**src/rtl/serial_adder.sv**
```systemverilog
// -----------------------------------------------------------------------------
// serial_adder
//   Bit-serial adder: adds two WIDTH-bit operands LSB-first, one bit per clock,
//   using one full-adder cell (two half adders + OR) and a carry flop.
//   Operands enter over a valid/ready handshake; {cout,sum} leaves over a
//   valid/ready handshake and is held stable until accepted.
//
//   Optional macro SERIAL_ADDER_OVF_EN adds output ovf (two's-complement
//   signed overflow of the final bit).
//
// Ports:
//   clk        rising-edge clock
//   rst        synchronous reset, active-high
//   in_valid   operands a, b, cin valid
//   in_ready   block can accept operands (0 while rst=1)
//   a, b       WIDTH-bit operands
//   cin        carry-in to bit 0
//   out_valid  sum/cout valid
//   out_ready  consumer accepts result
//   sum        registered WIDTH-bit sum
//   cout       registered carry-out of bit WIDTH-1
//   ovf        (SERIAL_ADDER_OVF_EN only) signed overflow flag
// -----------------------------------------------------------------------------
module serial_adder #(
    parameter int WIDTH = 8
) (
    input  logic             clk,
    input  logic             rst,
    input  logic             in_valid,
    output logic             in_ready,
    input  logic [WIDTH-1:0] a,
    input  logic [WIDTH-1:0] b,
    input  logic             cin,
    output logic             out_valid,
    input  logic             out_ready,
    output logic [WIDTH-1:0] sum,
    output logic             cout
`ifdef SERIAL_ADDER_OVF_EN
    ,
    output logic             ovf
`endif
);

    localparam int CW = (WIDTH > 1) ? $clog2(WIDTH) : 1;
    localparam logic [CW-1:0] LAST = CW'(WIDTH - 1);

    typedef enum logic [1:0] {
        IDLE,
        SHIFT,
        DONE
    } state_t;

    state_t          r_state;
    state_t          w_state_nxt;

    logic [WIDTH-1:0] r_a_sr;
    logic [WIDTH-1:0] r_b_sr;
    logic [WIDTH-1:0] r_sum_sr;
    logic             r_carry;
    logic             r_cout;
    logic [CW-1:0]    r_cnt;

    logic w_accept;
    logic w_release;
    logic w_last;

    // Full-adder cell: two half adders, carries ORed
    logic w_s0, w_c0, w_s, w_c1, w_c;

    half_adder u_ha0 (
        .x (r_a_sr[0]),
        .y (r_b_sr[0]),
        .s (w_s0),
        .c (w_c0)
    );

    half_adder u_ha1 (
        .x (w_s0),
        .y (r_carry),
        .s (w_s),
        .c (w_c1)
    );

    assign w_c = w_c0 | w_c1;

    assign in_ready  = (r_state == IDLE) && !rst;
    assign out_valid = (r_state == DONE);
    assign sum       = r_sum_sr;
    assign cout      = r_cout;

    assign w_accept  = in_valid & in_ready;
    assign w_release = out_valid & out_ready;
    assign w_last    = (r_cnt == LAST);

    // Next-state logic
    always_comb begin
        w_state_nxt = r_state;
        case (r_state)
            IDLE:    if (w_accept)  w_state_nxt = SHIFT;
            SHIFT:   if (w_last)    w_state_nxt = DONE;
            DONE:    if (w_release) w_state_nxt = IDLE;
            default: w_state_nxt = IDLE;
        endcase
    end

    // State register
    always_ff @(posedge clk) begin
        if (rst) begin
            r_state <= IDLE;
        end else begin
            r_state <= w_state_nxt;
        end
    end

    // Datapath: operand/sum shift registers, carry flop, bit counter
    always_ff @(posedge clk) begin
        if (rst) begin
            r_a_sr   <= '0;
            r_b_sr   <= '0;
            r_sum_sr <= '0;
            r_carry  <= 1'b0;
            r_cout   <= 1'b0;
            r_cnt    <= '0;
        end else begin
            case (r_state)
                IDLE: begin
                    if (w_accept) begin
                        r_a_sr  <= a;
                        r_b_sr  <= b;
                        r_carry <= cin;
                        r_cnt   <= '0;
                    end
                end
                SHIFT: begin
                    r_a_sr   <= r_a_sr >> 1;
                    r_b_sr   <= r_b_sr >> 1;
                    // LSB is produced first, so after WIDTH shifts it lands in bit 0
                    r_sum_sr <= {w_s, r_sum_sr[WIDTH-1:1]};
                    r_carry  <= w_c;
                    r_cnt    <= r_cnt + CW'(1);
                    if (w_last) begin
                        r_cout <= w_c;
                    end
                end
                default: ;
            endcase
        end
    end

`ifdef SERIAL_ADDER_OVF_EN
    logic r_ovf;

    // On the last bit r_carry is the carry into bit WIDTH-1, w_c the carry out
    always_ff @(posedge clk) begin
        if (rst) begin
            r_ovf <= 1'b0;
        end else if (r_state == SHIFT && w_last) begin
            r_ovf <= r_carry ^ w_c;
        end
    end

    assign ovf = r_ovf;
`endif

endmodule

// -----------------------------------------------------------------------------
// half_adder
//   One-bit half adder used to build the serial adder's full-adder cell.
// Ports:
//   x, y  input bits
//   s     sum bit (x ^ y)
//   c     carry bit (x & y)
// -----------------------------------------------------------------------------
module half_adder (
    input  logic x,
    input  logic y,
    output logic s,
    output logic c
);

    assign s = x ^ y;
    assign c = x & y;

endmodule

```
**config.mk**
```make
export PLATFORM = sky130hd
export DESIGN_NAME = serial_adder
export DESIGN_NICKNAME = d
export VERILOG_FILES = /design/src/rtl/serial_adder.sv
export SDC_FILE = /design/constraint.sdc
export NUM_CORES = 1
export LEC_CHECK = 0
export ABC_AREA = 0
export BUFFER_PORTS_ARGS = -buffer_cell sky130_fd_sc_hd__buf_2
export CAP_MARGIN = 40
export CORE_MARGIN = 2
export CORE_UTILIZATION = 52
export CTS_BUF_LIST = sky130_fd_sc_hd__clkbuf_8 sky130_fd_sc_hd__clkbuf_16
export DETAILED_ROUTE_END_ITERATION = 8
export GPL_ROUTABILITY_DRIVEN = 0
export PLACE_DENSITY_LB_ADDON = 0.2
export SLEW_MARGIN = 10
export SYNTH_ARGS = -nofsm -noshare
export SYNTH_HDL_FRONTEND = slang
export SYNTH_SLANG_ARGS = --single-unit
```
**constraint.sdc**
```tcl
create_clock -name clk -period 1.4 [get_ports clk]
set_input_delay 0.14 -clock clk [delete_from_list [all_inputs] [get_ports clk]]
set_output_delay 0.14 -clock clk [all_outputs]
set_load 0.01 [all_outputs]
```
# --- Word level (Yosys, flattened, before mapping) ---
# Index checks and enable logic that the tools add are counted.
op_classes:
  addsub: 1
  muxes: 12
  reduce_logical: 7
  eq_ne: 6
  bitwise_logic: 7
op_table:
  columns: ["op", "count"]
  rows:
  - ["$pmux W8 S2", 2]
  - ["$mux W8", 2]
  - ["$mux W2", 3]
  - ["$pmux W2 S3", 1]
  - ["$pmux W3 S2", 1]
  - ["$and A1 B1 Y1", 4]
  - ["$ne A2 B2 Y1 const B", 2]
  - ["$reduce_and A2 Y1", 2]
  - ["$add A3 B1 Y3 const B", 1]
  - ["$eq A3 B3 Y1 const B", 1]
  - ["$mux W3", 1]
  - ["$reduce_and A3 Y1", 1]
  - ["$eq A2 B1 Y1 const B", 1]
  - ["$eq A2 B2 Y1 const B", 1]
  - ["$logic_not A2 Y1", 1]
  - ["$ne A2 B1 Y1 const B", 1]
  - ["$pmux W1 S2", 1]
  - ["$reduce_bool A2 Y1", 1]
  - ["$xor A1 B1 Y1", 2]
  - ["$logic_and A1 B1 Y1", 1]
  - ["$logic_not A1 Y1", 1]
  - ["$mux W1", 1]
  - ["$or A1 B1 Y1", 1]
word_totals:
  regBits: 31
  elab_cells: 40
  input_bits: 21
  out_inout_bits: 11

# --- Depth between registers and ports, before layout ---
logic_depth:
  depth_word: 5
  depth_mapped: 6

# --- By module ---
# Synthesis repeated with hierarchy kept, for this count alone.
unflattened:
  cells_unflattened: 161
  hier_area_um2: 1507.7
modules_own_cells:
  columns: ["mod", "instances", "area_each_um2", "cells_each"]
  rows:
  - ["serial_adder", 1, 1482.7, 159]
  - ["half_adder", 2, 12.5, 1]

# --- Worst setup path after synthesis ---
# OpenSTA, ideal clock, no wires.
synth_timing:
  path_type: "register to register"
  from: "register r_state[1]"
  to: "register r_a_sr[5]"
  t_arrival_ns: 1.040
  setup_ns: 0.119
  synth_period_minus_slack_ns: 1.159
  stages_incl_launch_ff: 6
  setup_slack_ns: 0.241
  required_ns: 1.281
  cell_sequence: "dfxtp_1 buf_6 nor2_4 nand2_2 buf_2 o221a_2"
synth_between:
  elab_chain_len: 5
  word_cells_on_any_way: 8
synth_rtl:
  columns: ["element", "line_no", "text"]
  rows:
  - ["start, declared", "53", "state_t r_state;"]
  - ["start signal, assigned", "111", "r_state <= w_state_nxt;"]
  - ["$logic_not A2 Y1", "86, 125", null]
  - ["$logic_and A1 B1 Y1", "86", "assign in_ready = (r_state == IDLE) && !rst;"]
  - ["$and A1 B1 Y1", "91", "assign w_accept = in_valid & in_ready;"]
  - ["$ne A2 B2 Y1 (no line)", null, null]
  - ["$reduce_and A2 Y1 (no line)", null, null]
  - ["end signal, assigned", "135", "r_a_sr <= r_a_sr >> 1;"]
  - ["end, declared", "56", "logic [WIDTH-1:0] r_a_sr;"]
# Several ways; a longest one is shown, not always the timed one.
# A chain may end at the register's enable or synchronous reset.

# --- Final worst setup path ---
layout_timing:
  from: "register r_state[0]"
  to: "register r_b_sr[2]"
layout_between:
  elab_chain_len: 5
  word_cells_on_any_way: 8
layout_rtl:
  columns: ["element", "line_no", "text"]
  rows:
  - ["$logic_not A2 Y1", "86, 125", null]
  - ["$logic_and A1 B1 Y1", "86", null]
  - ["$and A1 B1 Y1", "91", null]
  - ["$ne A2 B2 Y1 (no line)", null, null]
  - ["$reduce_and A2 Y1 (no line)", null, null]
  - ["end signal, assigned", "136", "r_b_sr <= r_b_sr >> 1;"]
  - ["end, declared", "57", "logic [WIDTH-1:0] r_b_sr;"]
# Several ways; a longest one is shown, not always the timed one.

==> impl_metrics.env <==
export IMPL_irDropWorstVdd_v=0.00104
export IMPL_finClkSkew_ns=0.00302
export IMPL_route_vias_total=1082
export IMPL_htree_levels=2
export IMPL_grt_pass1_vias=1015
export IMPL_seqPwrFrac_pct=50.8
export IMPL_antenna_found_initial=0
export IMPL_reg2regPathDepth=3
export IMPL_max_freq_ghz=0.803
export IMPL_drc=0
export IMPL_finalHoldViolCount=0
export IMPL_grt_pass1_wl_mm=4.66
export IMPL_drv_slew=0
export IMPL_die_h_um=55.3
export IMPL_netlist_top_cell_by_area="dfxtp_1"
export IMPL_ctsRootBufferMaster="clkbuf_8"
export IMPL_fin_tns_setup_ns=0
export IMPL_worstSetupStartpointType="flip-flop"
export IMPL_insertion_delay_ns=0.27
export IMPL_nets=197
export IMPL_startpoint="r_state[0]"
export IMPL_end_kind="flip-flop"
export IMPL_drt_wl_total_mm=2.76
export IMPL_grt_start_max_net_pins=20
export IMPL_num_antenna_cells=0
export IMPL_ys_seq_elements=31
export IMPL_relSlewSlack_pct=70.9
export IMPL_synth_nets=166
export IMPL_die_w_um=55.3
export IMPL_p_sw_share_pct=24.6
export IMPL_hold_depth=3
export IMPL_ys_top_cells_by_area="dfxtp_1 (45%), o221a_1 (7.4%), a21oi_1 (5.8%), a21oi_2 (5.8%), o221a_2 (4.9%)"
export IMPL_p_sw_uw=471
export IMPL_io_pins=32
export IMPL_path_clk_slew_ns=0.06
export IMPL_drive_gt1_share_pct=35.8
export IMPL_drt_iter0_drc=31
export IMPL_crit_arrival_ns=1.46
export IMPL_clock_path_buffers=2
export IMPL_numCtsBuffers=5
export IMPL_grt_setup_unrepaired="no"
export IMPL_area_growth_pct=18.6
export IMPL_portBuffers=31
export IMPL_maxCapViolCount=0
export IMPL_netlist_area_mm2=0.00137
export IMPL_dieArea_mm2=0.00306
export IMPL_run_status="complete, no violations"
export IMPL_powerDensity_mw_per_mm2=1180
export IMPL_via_per_inst=5.33
export IMPL_antenna_left=0
export IMPL_dr_pass1_iters=4
export IMPL_clkSinkCount=31
export IMPL_crit_type="flip-flop to flip-flop"
export IMPL_grt_usage_pct=19.7
export IMPL_p_leak_nw=0.687
export IMPL_tightest_slew_ns=0.437
export IMPL_wl_per_cell_um=13.6
export IMPL_yosys_warnings=0
export IMPL_hold_path_class="primary input to flip-flop"
export IMPL_worstReg2RegStart="r_state[0]"
export IMPL_place_hpwl_mm=1.90
export IMPL_synth_top_area_share_pct=45.3
export IMPL_synth_cells=142
export IMPL_min_period_ns=1.25
export IMPL_cp_max_fo=15
export IMPL_globalRouteOverflowTotal=0
export IMPL_p_comb_share_pct=13.1
export IMPL_synth_cell_types=28
export IMPL_num_rows=18
export IMPL_pwr_share_clk_pct=36.1
export IMPL_initial_utilization_pct=55.3
export IMPL_setup_viol=0
export IMPL_hp_start="out_ready"
export IMPL_seq_area_frac_synth_pct=45.3
export IMPL_min_period_over_period_pct=89.0
export IMPL_timing_hold_ws_ns=0.124
export IMPL_core_area_mm2=0.00248
export IMPL_avgSynthCellArea_um2=9.65
export IMPL_intPower_mw=1.44
export IMPL_required_ns=1.61
export IMPL_cts_tree="done"
export IMPL_post_cts_buffers=0
## what timing repair did
action / 4_1_cts / 5_1_grt
setup endpoints to repair: 16 / 0
hold buffers: 0 / 0
endpoints found under the hold margin: 0 / 0
resized for setup: 2 / 0
## power by group through the flow
stage / Clock, mW / Combinational, mW / Sequential, mW
2_1_floorplan: 0 / 0.181 / 0.980
3_3_place_gp: 0 / 0.239 / 0.987
3_5_place_dp: 0 / 0.249 / 0.989
4_1_cts: 0.714 / 0.252 / 0.971
5_1_grt: 0.760 / 0.275 / 0.978
6_report: 0.690 / 0.250 / 0.972
## sequential cells by signal (all words and copies together), names as in the netlist
| signal | flops |
|---|---|
| r_state | 2 |
| r_b_sr | 8 |
| r_carry | 1 |
| r_cnt | 3 |
| sum | 8 |
| r_a_sr | 8 |
| cout | 1 |
## per-layer routing
metal / vias up / track usage (%) / share of wire, %
met4: 0 / 9.41 / 0.98
met5: - / 0 / 0
met2: 27 / 29.3 / 45
met1: 500 / 25.3 / 49
met3: 2 / 7.26 / 4.6
li1: 553 / - / -
## synthesized netlist by cell type (all sizes together)
master,instances
dfxtp,31
nand3b,1
fa,1
a32oi,2
inv,16
nor2,8
clkbuf,1
nor2b,2
nand2,18
a22oi,2
ha,2
a21oi,25
nand2b,2
mux2i,3
o21bai,1
nor3,2
o221a,15
buf,10
## critical path, stage by stage (launching register included)
cell and delay [ns]:
dfxtp_1 0.46, nor2_1 0.14, nor2_4 0.32, o221a_1 0.27
## cells by family (layout without fill, tap and decap cells)
kind of cell | Yosys count | after routing | share of synthesized area, %
adder cells (fa/ha/maj) | 3 | 3 | 3.29
flip-flops | 31 | 31 | 45.3
AND/OR/NAND/NOR | 33 | 33 | 11.7
buffers and inverters | 27 | 58 | 10.7
AO/OA/AOI/OAI | 45 | 45 | 26.8
multiplexers | 3 | 3 | 2.19
## stage by stage
step | total power [mW] | util, % | setup slack, ns | instance area (µm²) | cells
global placement | 1.23 | 61.8 | 0.0600 | 1530 | 196
global route | 2.01 | 65.6 | 0.0528 | 1630 | 203
detailed placement | 1.24 | 61.8 | -0.0284 | 1530 | 196
floorplan | 1.16 | - | 0.241 | 1370 | 142
finish | 1.91 | 65.6 | 0.155 | 1630 | 203
CTS | 1.94 | 65.6 | 0.117 | 1630 | 203
## final cells by class
| type | count | area (µm²) |
|---|---|---|
| Tap cell | 30 | 37.5 |
| Multi-Input combinational cell | 84 | 608 |
| Fill cell | 205 | 852 |
| Sequential cell | 31 | 622 |
| Clock inverter | 1 | 5.00 |
| Timing Repair Buffer | 35 | 210 |
| Inverter | 16 | 60.1 |
| Clock buffer | 6 | 82.6 |
## layout by cell type (no fill, tap or decap)
cell type | synthesis | layout
buf_4 | 2 | 2
o221a_2 | 6 | 6
dfxtp_2 | 0 | 1
a32oi_1 | 2 | 2
a21oi_2 | 9 | 9
buf_12 | 0 | 2
o221a_1 | 9 | 9
clkinv_2 | 0 | 1
fa_1 | 1 | 1
nor2_1 | 6 | 6
mux2i_1 | 3 | 3
clkbuf_8 | 0 | 6
nor2b_1 | 1 | 1
nor3_1 | 2 | 2
buf_2 | 3 | 31
o21bai_1 | 1 | 1
dfxtp_1 | 31 | 30
nand2b_1 | 2 | 2
ha_1 | 2 | 2
nand3b_1 | 1 | 1
nor2b_4 | 1 | 1
nor2_4 | 1 | 2
a21oi_1 | 16 | 16
nand2_2 | 1 | 1
nand2_1 | 17 | 17
a22oi_1 | 2 | 2
inv_1 | 16 | 16
## worst paths after layout
check / to / slack (ns)
setup reg to reg: r_b_sr[2] / 0.15
hold / removal: r_state[1] / 0.12
setup / recovery: r_b_sr[2] / 0.15
hold reg to reg: sum[0] / 0.45
(Power assumes the default switching activity.)
